<file path="src/rtl/rng_sched.sv">
`default_nettype none
// ============================================================================
//  Module   : rng_sched
//  Purpose  : Shares one three-component Tausworthe RNG between NUM_REQ
//             consumers. Round-robin arbitrates per-cycle random-word
//             requests, stepping the RNG once per grant so every grant gets
//             a fresh 32-bit word, and runs the six-word seed-load protocol
//             into the RNG configuration shift chain.
//  Revision : 1.0  initial release
// ----------------------------------------------------------------------------
//  Ports
//    clock          in   1        rising-edge clock
//    reset_n        in   1        asynchronous active-low reset
//    req            in   NUM_REQ  per-requester request, held until granted
//    gnt            out  NUM_REQ  registered one-hot grant pulse
//    rand_data      out  32       registered random word for the grantee
//    rand_valid     out  1        qualifies rand_data, coincident with gnt
//    seed_start     in   1        pulse, begins a seed load
//    seed_valid     in   1        seed word valid
//    seed_data      in   16       seed word
//    seed_ready     out  1        high while seed words are accepted
//    busy           out  1        high while loading (or warming up)
//    rng_enable     out  1        steps the RNG
//    rng_cfg_valid  out  1        RNG config_in_valid
//    rng_cfg_data   out  16       RNG config_in
//    rng_rand       in   32       RNG rand_out (current state)
// ----------------------------------------------------------------------------
//  Build option
//    RNG_SCHED_WARMUP_EN  when defined, the RNG is stepped WARMUP_CYCLES
//                         times after each seed load before requests are
//                         served again.
// ============================================================================

module rng_sched #(
  parameter int NUM_REQ       = 4,
  parameter int SEED_WORDS    = 6,
  parameter int WARMUP_CYCLES = 8
) (
  input  logic               clock,
  input  logic               reset_n,
  input  logic [NUM_REQ-1:0] req,
  output logic [NUM_REQ-1:0] gnt,
  output logic [31:0]        rand_data,
  output logic               rand_valid,
  input  logic               seed_start,
  input  logic               seed_valid,
  input  logic [15:0]        seed_data,
  output logic               seed_ready,
  output logic               busy,
  output logic               rng_enable,
  output logic               rng_cfg_valid,
  output logic [15:0]        rng_cfg_data,
  input  logic [31:0]        rng_rand
);

  localparam int PTR_W = (NUM_REQ > 1) ? $clog2(NUM_REQ) : 1;
  localparam int CNT_W = $clog2(SEED_WORDS + 1);

  // Elaboration-time guard on the supported configuration range.
  if (NUM_REQ < 2 || NUM_REQ > 8 || SEED_WORDS < 1 || WARMUP_CYCLES < 1) begin : g_param_check
    $error("rng_sched: unsupported parameter value");
  end

  typedef enum logic [1:0] {
    S_RUN  = 2'd0,
    S_LOAD = 2'd1
`ifdef RNG_SCHED_WARMUP_EN
    ,
    S_WARM = 2'd2
`endif
  } state_t;

  state_t             state, state_nx;
  logic [PTR_W-1:0]   ptr, ptr_nx;
  logic [CNT_W-1:0]   word_cnt, word_cnt_nx;
  logic               grant_now;
  logic               found;
  logic [PTR_W-1:0]   sel;

`ifdef RNG_SCHED_WARMUP_EN
  localparam int WARM_W = (WARMUP_CYCLES > 1) ? $clog2(WARMUP_CYCLES) : 1;
  logic [WARM_W-1:0]  warm_cnt, warm_cnt_nx;
`endif

  // --------------------------------------------------------------------------
  // Round-robin selection: first set request at or above the pointer,
  // wrapping around. Indices are folded by subtraction so NUM_REQ need not
  // be a power of two.
  // --------------------------------------------------------------------------
  always_comb begin
    int idx;
    found = 1'b0;
    sel   = '0;
    idx   = 0;
    for (int k = 0; k < NUM_REQ; k++) begin
      idx = int'(ptr) + k;
      if (idx >= NUM_REQ) idx = idx - NUM_REQ;
      if (!found && req[idx[PTR_W-1:0]]) begin
        found = 1'b1;
        sel   = idx[PTR_W-1:0];
      end
    end
  end

  // --------------------------------------------------------------------------
  // State register
  // --------------------------------------------------------------------------
  always_ff @(posedge clock or negedge reset_n) begin
    if (!reset_n) begin
      state    <= S_RUN;
      ptr      <= '0;
      word_cnt <= '0;
    end else begin
      state    <= state_nx;
      ptr      <= ptr_nx;
      word_cnt <= word_cnt_nx;
    end
  end

`ifdef RNG_SCHED_WARMUP_EN
  always_ff @(posedge clock or negedge reset_n) begin
    if (!reset_n) warm_cnt <= '0;
    else          warm_cnt <= warm_cnt_nx;
  end
`endif

  // --------------------------------------------------------------------------
  // Next-state and combinational outputs. The RNG enable and the config
  // valid are produced in mutually exclusive states, so they can never be
  // high together.
  // --------------------------------------------------------------------------
  always_comb begin
    state_nx      = state;
    ptr_nx        = ptr;
    word_cnt_nx   = word_cnt;
    grant_now     = 1'b0;
    rng_enable    = 1'b0;
    rng_cfg_valid = 1'b0;
    rng_cfg_data  = '0;
    seed_ready    = 1'b0;
    busy          = 1'b0;
`ifdef RNG_SCHED_WARMUP_EN
    warm_cnt_nx   = warm_cnt;
`endif

    case (state)
      S_RUN: begin
        // A seed request wins over any pending word request that cycle.
        if (seed_start) begin
          state_nx = S_LOAD;
        end else if (found) begin
          rng_enable = 1'b1;
          grant_now  = 1'b1;
          ptr_nx     = (sel == PTR_W'(NUM_REQ - 1)) ? '0 : sel + 1'b1;
        end
      end

      S_LOAD: begin
        seed_ready    = 1'b1;
        busy          = 1'b1;
        rng_cfg_valid = seed_valid;
        rng_cfg_data  = seed_data;
        if (seed_valid) begin
          if (word_cnt == CNT_W'(SEED_WORDS - 1)) begin
            word_cnt_nx = '0;
`ifdef RNG_SCHED_WARMUP_EN
            state_nx    = S_WARM;
            warm_cnt_nx = '0;
`else
            state_nx    = S_RUN;
`endif
          end else begin
            word_cnt_nx = word_cnt + 1'b1;
          end
        end
      end

`ifdef RNG_SCHED_WARMUP_EN
      S_WARM: begin
        busy       = 1'b1;
        rng_enable = 1'b1;
        if (warm_cnt == WARM_W'(WARMUP_CYCLES - 1)) begin
          warm_cnt_nx = '0;
          state_nx    = S_RUN;
        end else begin
          warm_cnt_nx = warm_cnt + 1'b1;
        end
      end
`endif

      default: begin
        state_nx = S_RUN;
      end
    endcase
  end

  // --------------------------------------------------------------------------
  // Registered grant and data. rng_rand is sampled in the same cycle the
  // enable is raised, i.e. the value before the step; the step itself
  // prepares the next word for the following grant.
  // --------------------------------------------------------------------------
  always_ff @(posedge clock or negedge reset_n) begin
    if (!reset_n) begin
      gnt        <= '0;
      rand_data  <= '0;
      rand_valid <= 1'b0;
    end else begin
      rand_valid <= grant_now;
      if (grant_now) begin
        gnt       <= NUM_REQ'(1) << sel;
        rand_data <= rng_rand;
      end else begin
        gnt       <= '0;
      end
    end
  end

endmodule

`default_nettype wire

</file>
<file path="config.mk">
export PLATFORM = sky130hd
export DESIGN_NAME = rng_sched
export DESIGN_NICKNAME = d
export VERILOG_FILES = /design/src/rtl/rng_sched.sv
export SDC_FILE = /design/constraint.sdc
export NUM_CORES = 1
export LEC_CHECK = 0
export BUFFER_PORTS_ARGS = -buffer_cell sky130_fd_sc_hd__buf_2
export CAP_MARGIN = 5
export CORE_ASPECT_RATIO = 1.75
export CORE_MARGIN = 3
export CORE_UTILIZATION = 43
export DETAILED_ROUTE_END_ITERATION = 16
export PLACE_DENSITY = 0.8
export SLEW_MARGIN = 20
export SYNTH_ARGS = -nofsm -noshare
export SYNTH_HDL_FRONTEND = slang
export SYNTH_SLANG_ARGS = --single-unit
export TNS_END_PERCENT = 1
</file>
<file path="constraint.sdc">
create_clock -name clock -period 2.2 [get_ports clock]
set_clock_uncertainty 0.1 [all_clocks]
set_input_delay 0.22 -clock clock [delete_from_list [all_inputs] [get_ports clock]]
set_output_delay 0.22 -clock clock [all_outputs]
set_load 0.02 [all_outputs]
</file>
# Yosys cells after proc, flatten, opt, wreduce, memory -nomap -nowiden
# Cells that the tools add are included.
[totals] register_bits=44 elab_cells=74 out_inout_bits=57 inputBits=56
[op_classes] n_lt_le_gt_ge=8 n_bitwise=1 shifts=1 n_eq_ne=6 addsub=9 n_reduce_logical=10 n_mux=33
[ops] operator="$mux W2" count=12
[ops] operator="$mux W16" count=1
[ops] operator="$mux W1" count=13
[ops] operator="$lt A2 B3 Y1 const B" count=4
[ops] operator="$ge A3 B3 Y1 const B" count=3
[ops] operator="$bmux W1 S2" count=4
[ops] operator="$sub A2 B1 Y2 const B" count=4
[ops] operator="$add A2 B2 Y3 const B" count=2
[ops] operator="$ne A2 B2 Y1 const B" count=3
[ops] operator="$reduce_and A3 Y1" count=2
[ops] operator="$mux W4" count=1
[ops] operator="$pmux W2 S2" count=1
[ops] operator="$shl A1 B2 Y4 const A" count=1
[ops] operator="$add A2 B1 Y3 const B" count=1
[ops] operator="$add A3 B1 Y3 const B" count=1
[ops] operator="$eq A3 B3 Y1 const B" count=1
[ops] operator="$ge A2 B3 Y1 const B" count=1
[ops] operator="$logic_and A1 B1 Y1" count=3
[ops] operator="$logic_not A1 Y1" count=3
[ops] operator="$mux W3" count=1
[ops] operator="$add A2 B1 Y2 const B" count=1
[ops] operator="$eq A2 B1 Y1 const B" count=1
[ops] operator="$eq A2 B2 Y1 const B" count=1
[ops] operator="$logic_not A2 Y1" count=1
[ops] operator="2 further kinds" count=2

# Longest topological paths before layout
[logic_depth] ltp_word=18 depth_mapped=6 depth_no_buf=6

# Worst setup path before layout
# No wires, ideal clock.
[synth_path] kind="reg-to-reg" from="reg ptr[1]" to="reg ptr[1]" t_arrival_ns=1.502 slack_ns=0.473 stages_incl_launch_ff=5 required_ns=1.975 synth_period_minus_slack_ns=1.727 path_cell_list="dfrtp_1 -> and3_1 -> a211oi_1 -> ha_1 -> mux2_2"
[synth_between] elab_chain_len=16 word_cells_on_any_way=41 classes_between="add/sub (8); order compare (4); eq/ne (1); mux (21); reduce/logical (7)"
[synth_lines] element="start: declaration" line="74" text="logic [PTR_W-1:0] ptr, ptr_nx;"
[synth_lines] element="start signal: assignment" line="115" text="ptr <= ptr_nx;"
[synth_lines] element="parallel branches: the longest is 16 deep, another holds $add A2 B1 Y3"
# Several ways; the timed one is not identified. The select of a mux whose other input is x is not followed.
# A chain may end at the register's enable or synchronous reset.

# Worst setup path in the final report
[layout_path] from="reg state[0]" to="out rng_enable"
[layout_between] elab_chain_len=2
[layout_lines] element="start: declaration" line="73" text="state_t state, state_nx;"
[layout_lines] element="start signal: assignment" line="114" text="state <= state_nx;"
[layout_lines] element="$logic_not A2 Y1" line="146" text="case (state)"
[layout_lines] element="$mux W1" line="146"
[layout_lines] element="end: declaration" line="50" text="output logic rng_enable,"
# Every way passes these cells.

==> reports/results.tsv <==
stage	metric	value	unit
clocking	cts_tree	done	
die	core-area	4150	um2
critical_path	r2r_end	gnt[2]	
yosys	synth_area_leaders	dfrtp_1, mux2_2, and2_1, mux2_4, ha_1	
clocking	cts_buffers	5	
route	ant_nets	0	
global_routing	overflow	0	
finish	multi_input_area	722	um2
yosys	synth_top_area_share	57.8	%
route	drt_wl_total	4030	um
critical_path	critPathSlowestCell	dfrtp_1	
finish	seqCellArea	1080	um2
route	drc	0	
critical_path	r2r-start	ptr[1]	
critical_path	crit_start	state[0]	
clocking	insertion_delay	290	ps
global_routing	met1_usage	17.8	%
critical_path	rrSetupSlack	490	ps
sta	maxSlewViolCount	0	
yosys	synthAdderAreaFrac	2.69	%
critical_path	cp.arrival	1550	ps
sta	tns	0	ps
global_routing	grt_max_degree	44	
yosys	ys_warn_count	0	
yosys	synth-compound-area-share	4.37	%
sta	rsz0062_at_grt	no	
yosys	netlist_top_cells_count	dfrtp_1, mux2_2, and2_1, ha_1, mux2_4	
placement	dp.cells	292	
sta	period_share	85.1	%
critical_path	cp-start-kind	register	
die	start_util	44.9	%
die	io_pins	113	
global_routing	antenna_found_initial	0	
critical_path	slowest_delay	410	ps
critical_path	path_cells	nor2_2 -> a21boi_4 -> buf_12 -> buf_2	
route	routedWlPerCell	13.4	um
yosys	ys_ff_latch	43	
yosys	post-synth-top-count-cell	dfrtp_1	
route	vias_per_cell	4.77	
die	die_w	55.7	um
worst_hold_path	hp-start	rng_rand[28]	
yosys	async_flop_share	100	%
sta	hold_viol_final	0	
finish	area_growth	37.9	%
power	ir_drop	635	uV
yosys	synth_top_family_by_area	multiplexers	
power	p_leak	1.36	nW
sta	fin_crit	1870	ps
yosys	synthXorXnorAreaFrac	0.470	%
clocking	cts.clk_slew.worst_paths	80	ps
critical_path	crit_type	reg2out	
yosys	synth_top_cell_by_area	dfrtp_1	
critical_path	critPathMaxFanout	40	
yosys	yosys.area_share.simple	9.95	%
finish	fillers	356	
die	die_area	5190	um2
route	num_vias	1432	
global_routing	met2_usage	31.0	%
yosys	yosysUniqueCellTypes	28	
global_routing	grt.met3_usage	4.01	%
status	status	completed	
yosys	yosysSeqAreaShare	57.8	%
finish	finalNonFillerCells	300	
global_routing	grt_pass1_vias	1458	
die	die_h	93.0	um
yosys	synth_edf_count	0	
sta	fmax	0.534	GHz
finish	nets	311	
route	first_iter_violations	12	
run	max_cap_violations	0	
critical_path	required	1880	ps
clocking	htree_levels	2	
die	rows	31	
route	dr.pass1.iters	3	
yosys	synthCells	134	
clocking	cts.sink_count	43	
worst_hold_path	hold_path.class	in2reg	
critical_path	worstSetupEndpoint	rng_enable	
placement	io_buffer_count	112	
power	power_density	1300	nW/um2
global_routing	grt_pass1_wl	6830	um
clocking	cts_root_buf	clkbuf_8	
clocking	clockBufferDepth	2	
critical_path	reg2reg_depth	6	
yosys	synth_area_per_cell	13.9	um2
finish	drive_gt1_share	63.3	%
yosys	muxShareOfSynthArea	21.3	%
sta	worst_pin_slew	528	ps
critical_path	cp-end-kind	primary output	
global_routing	grt.busiest_layer	met2	
yosys	synthFlopType	dfrtp_1	
finish	insertedDiodeCount	0	
yosys	syn_nets	194	
sta	finalSetupViolCount	0	
yosys	netlist_area	1860	um2
sta	slew_headroom	64.8	%
worst_hold_path	hold_path_depth	2	
placement	place.gp.congestion	0.772	
global_routing	grt.total_usage	16.8	%
placement	dp_hpwl	3180	um
## how the worst min path moves through the flow
stage,to,slack (ps)
finish,rand_data[28],50
global route,rand_data[3],50
CTS,rand_data[28],50
detailed placement,rand_data[20],230
global placement,rand_data[17],220
floorplan,gnt[0],-180
## placed cells by master, fill, tap and decap left out
cell           synthesis  routed
dlygate4sd3_1          0       1
clkinv_2               0       1
o31ai_1                1       1
a21boi_4               1       1
clkbuf_8               0       6
a211oi_1               1       1
and3_1                 1       1
and2_1                20      20
dfrtp_1               43      43
buf_4                  3       3
nor2_2                 2       2
mux2_4                 4       4
inv_1                  2       2
a21oi_1                3       3
a21o_1                 1       1
nand2b_1               1       1
o22ai_1                1       1
o22a_1                 1       1
mux2_2                29      29
buf_12                 0       1
nor3_1                 1       1
nand2_1                2       2
nand3_1                1       1
ha_1                   4       4
xor2_1                 1       1
buf_2                  0     112
mux2i_1                1       1
and2_0                 1       1
nor2_1                 3       3
o21ai_0                2       2
## metal layers
metal	share of wire (%)	up-vias	wire length [um]
met3	7.9	9	320
met4	2.1	0	83
met1	34	666	1360
li1	-	687	-
met2	56	70	2270
met5	0	-	0
## report_power, final
part | total (mW) | switching (mW) | internal [mW]
clock | 0.496 | 0.250 | 0.246
combinational | 1.54 | 0.862 | 0.676
sequential | 1.31 | 0.180 | 1.13
## per-stage QoR
step	total power [mW]	hold WS (ps)	instance area (um2)	util, %	setup WS, ps
finish	3.34	54.2	2570	61.9	329
global route	3.59	46.3	2570	61.9	227
CTS	3.39	47.6	2570	61.9	305
detailed placement	2.89	227	2470	59.5	503
global placement	2.83	220	2470	59.5	572
floorplan	2.34	-176	1860	-	473
## cells by family (layout without fill, tap and decap cells)
group	Yosys count	count (layout)
DFF	43	43
muxes	34	34
and+or+nand+nor	32	32
AOI/OAI and AO/OA	11	11
buffers and inverters	9	126
adders and majority gates	4	4
xor gates and xnor gates	1	1
## flip-flops by register name (all words and copies together) (netlist names)
register    cells
gnt             4
ptr             2
word_cnt        3
state           1
rand_data      32
rand_valid      1
## worst max-delay path: cells and delay by family, from the launching register on
family / cells / cell delay, ps
compound gates: 1 / 220
buf+inv: 2 / 450
flops: 1 / 410
simple gates: 1 / 180
## what timing repair did
item | CTS | global route
buffers inserted | 0 | 0
resized for setup | 0 | 0
endpoints found under the setup margin | 0 | 0
hold endpoints to repair | 43 | 0
hold buffers | 1 | 0
## final cells by class
| type | instances | area share [%] |
|---|---|---|
| repair buffers | 117 | 23.9 |
| multi-input cells | 82 | 28.1 |
| clock inverters | 1 | 0.195 |
| clock buffers | 6 | 3.22 |
| inverters | 2 | 0.292 |
| well taps | 49 | 2.39 |
| flip-flops and latches | 43 | 41.9 |
(Power assumes the default switching activity.)
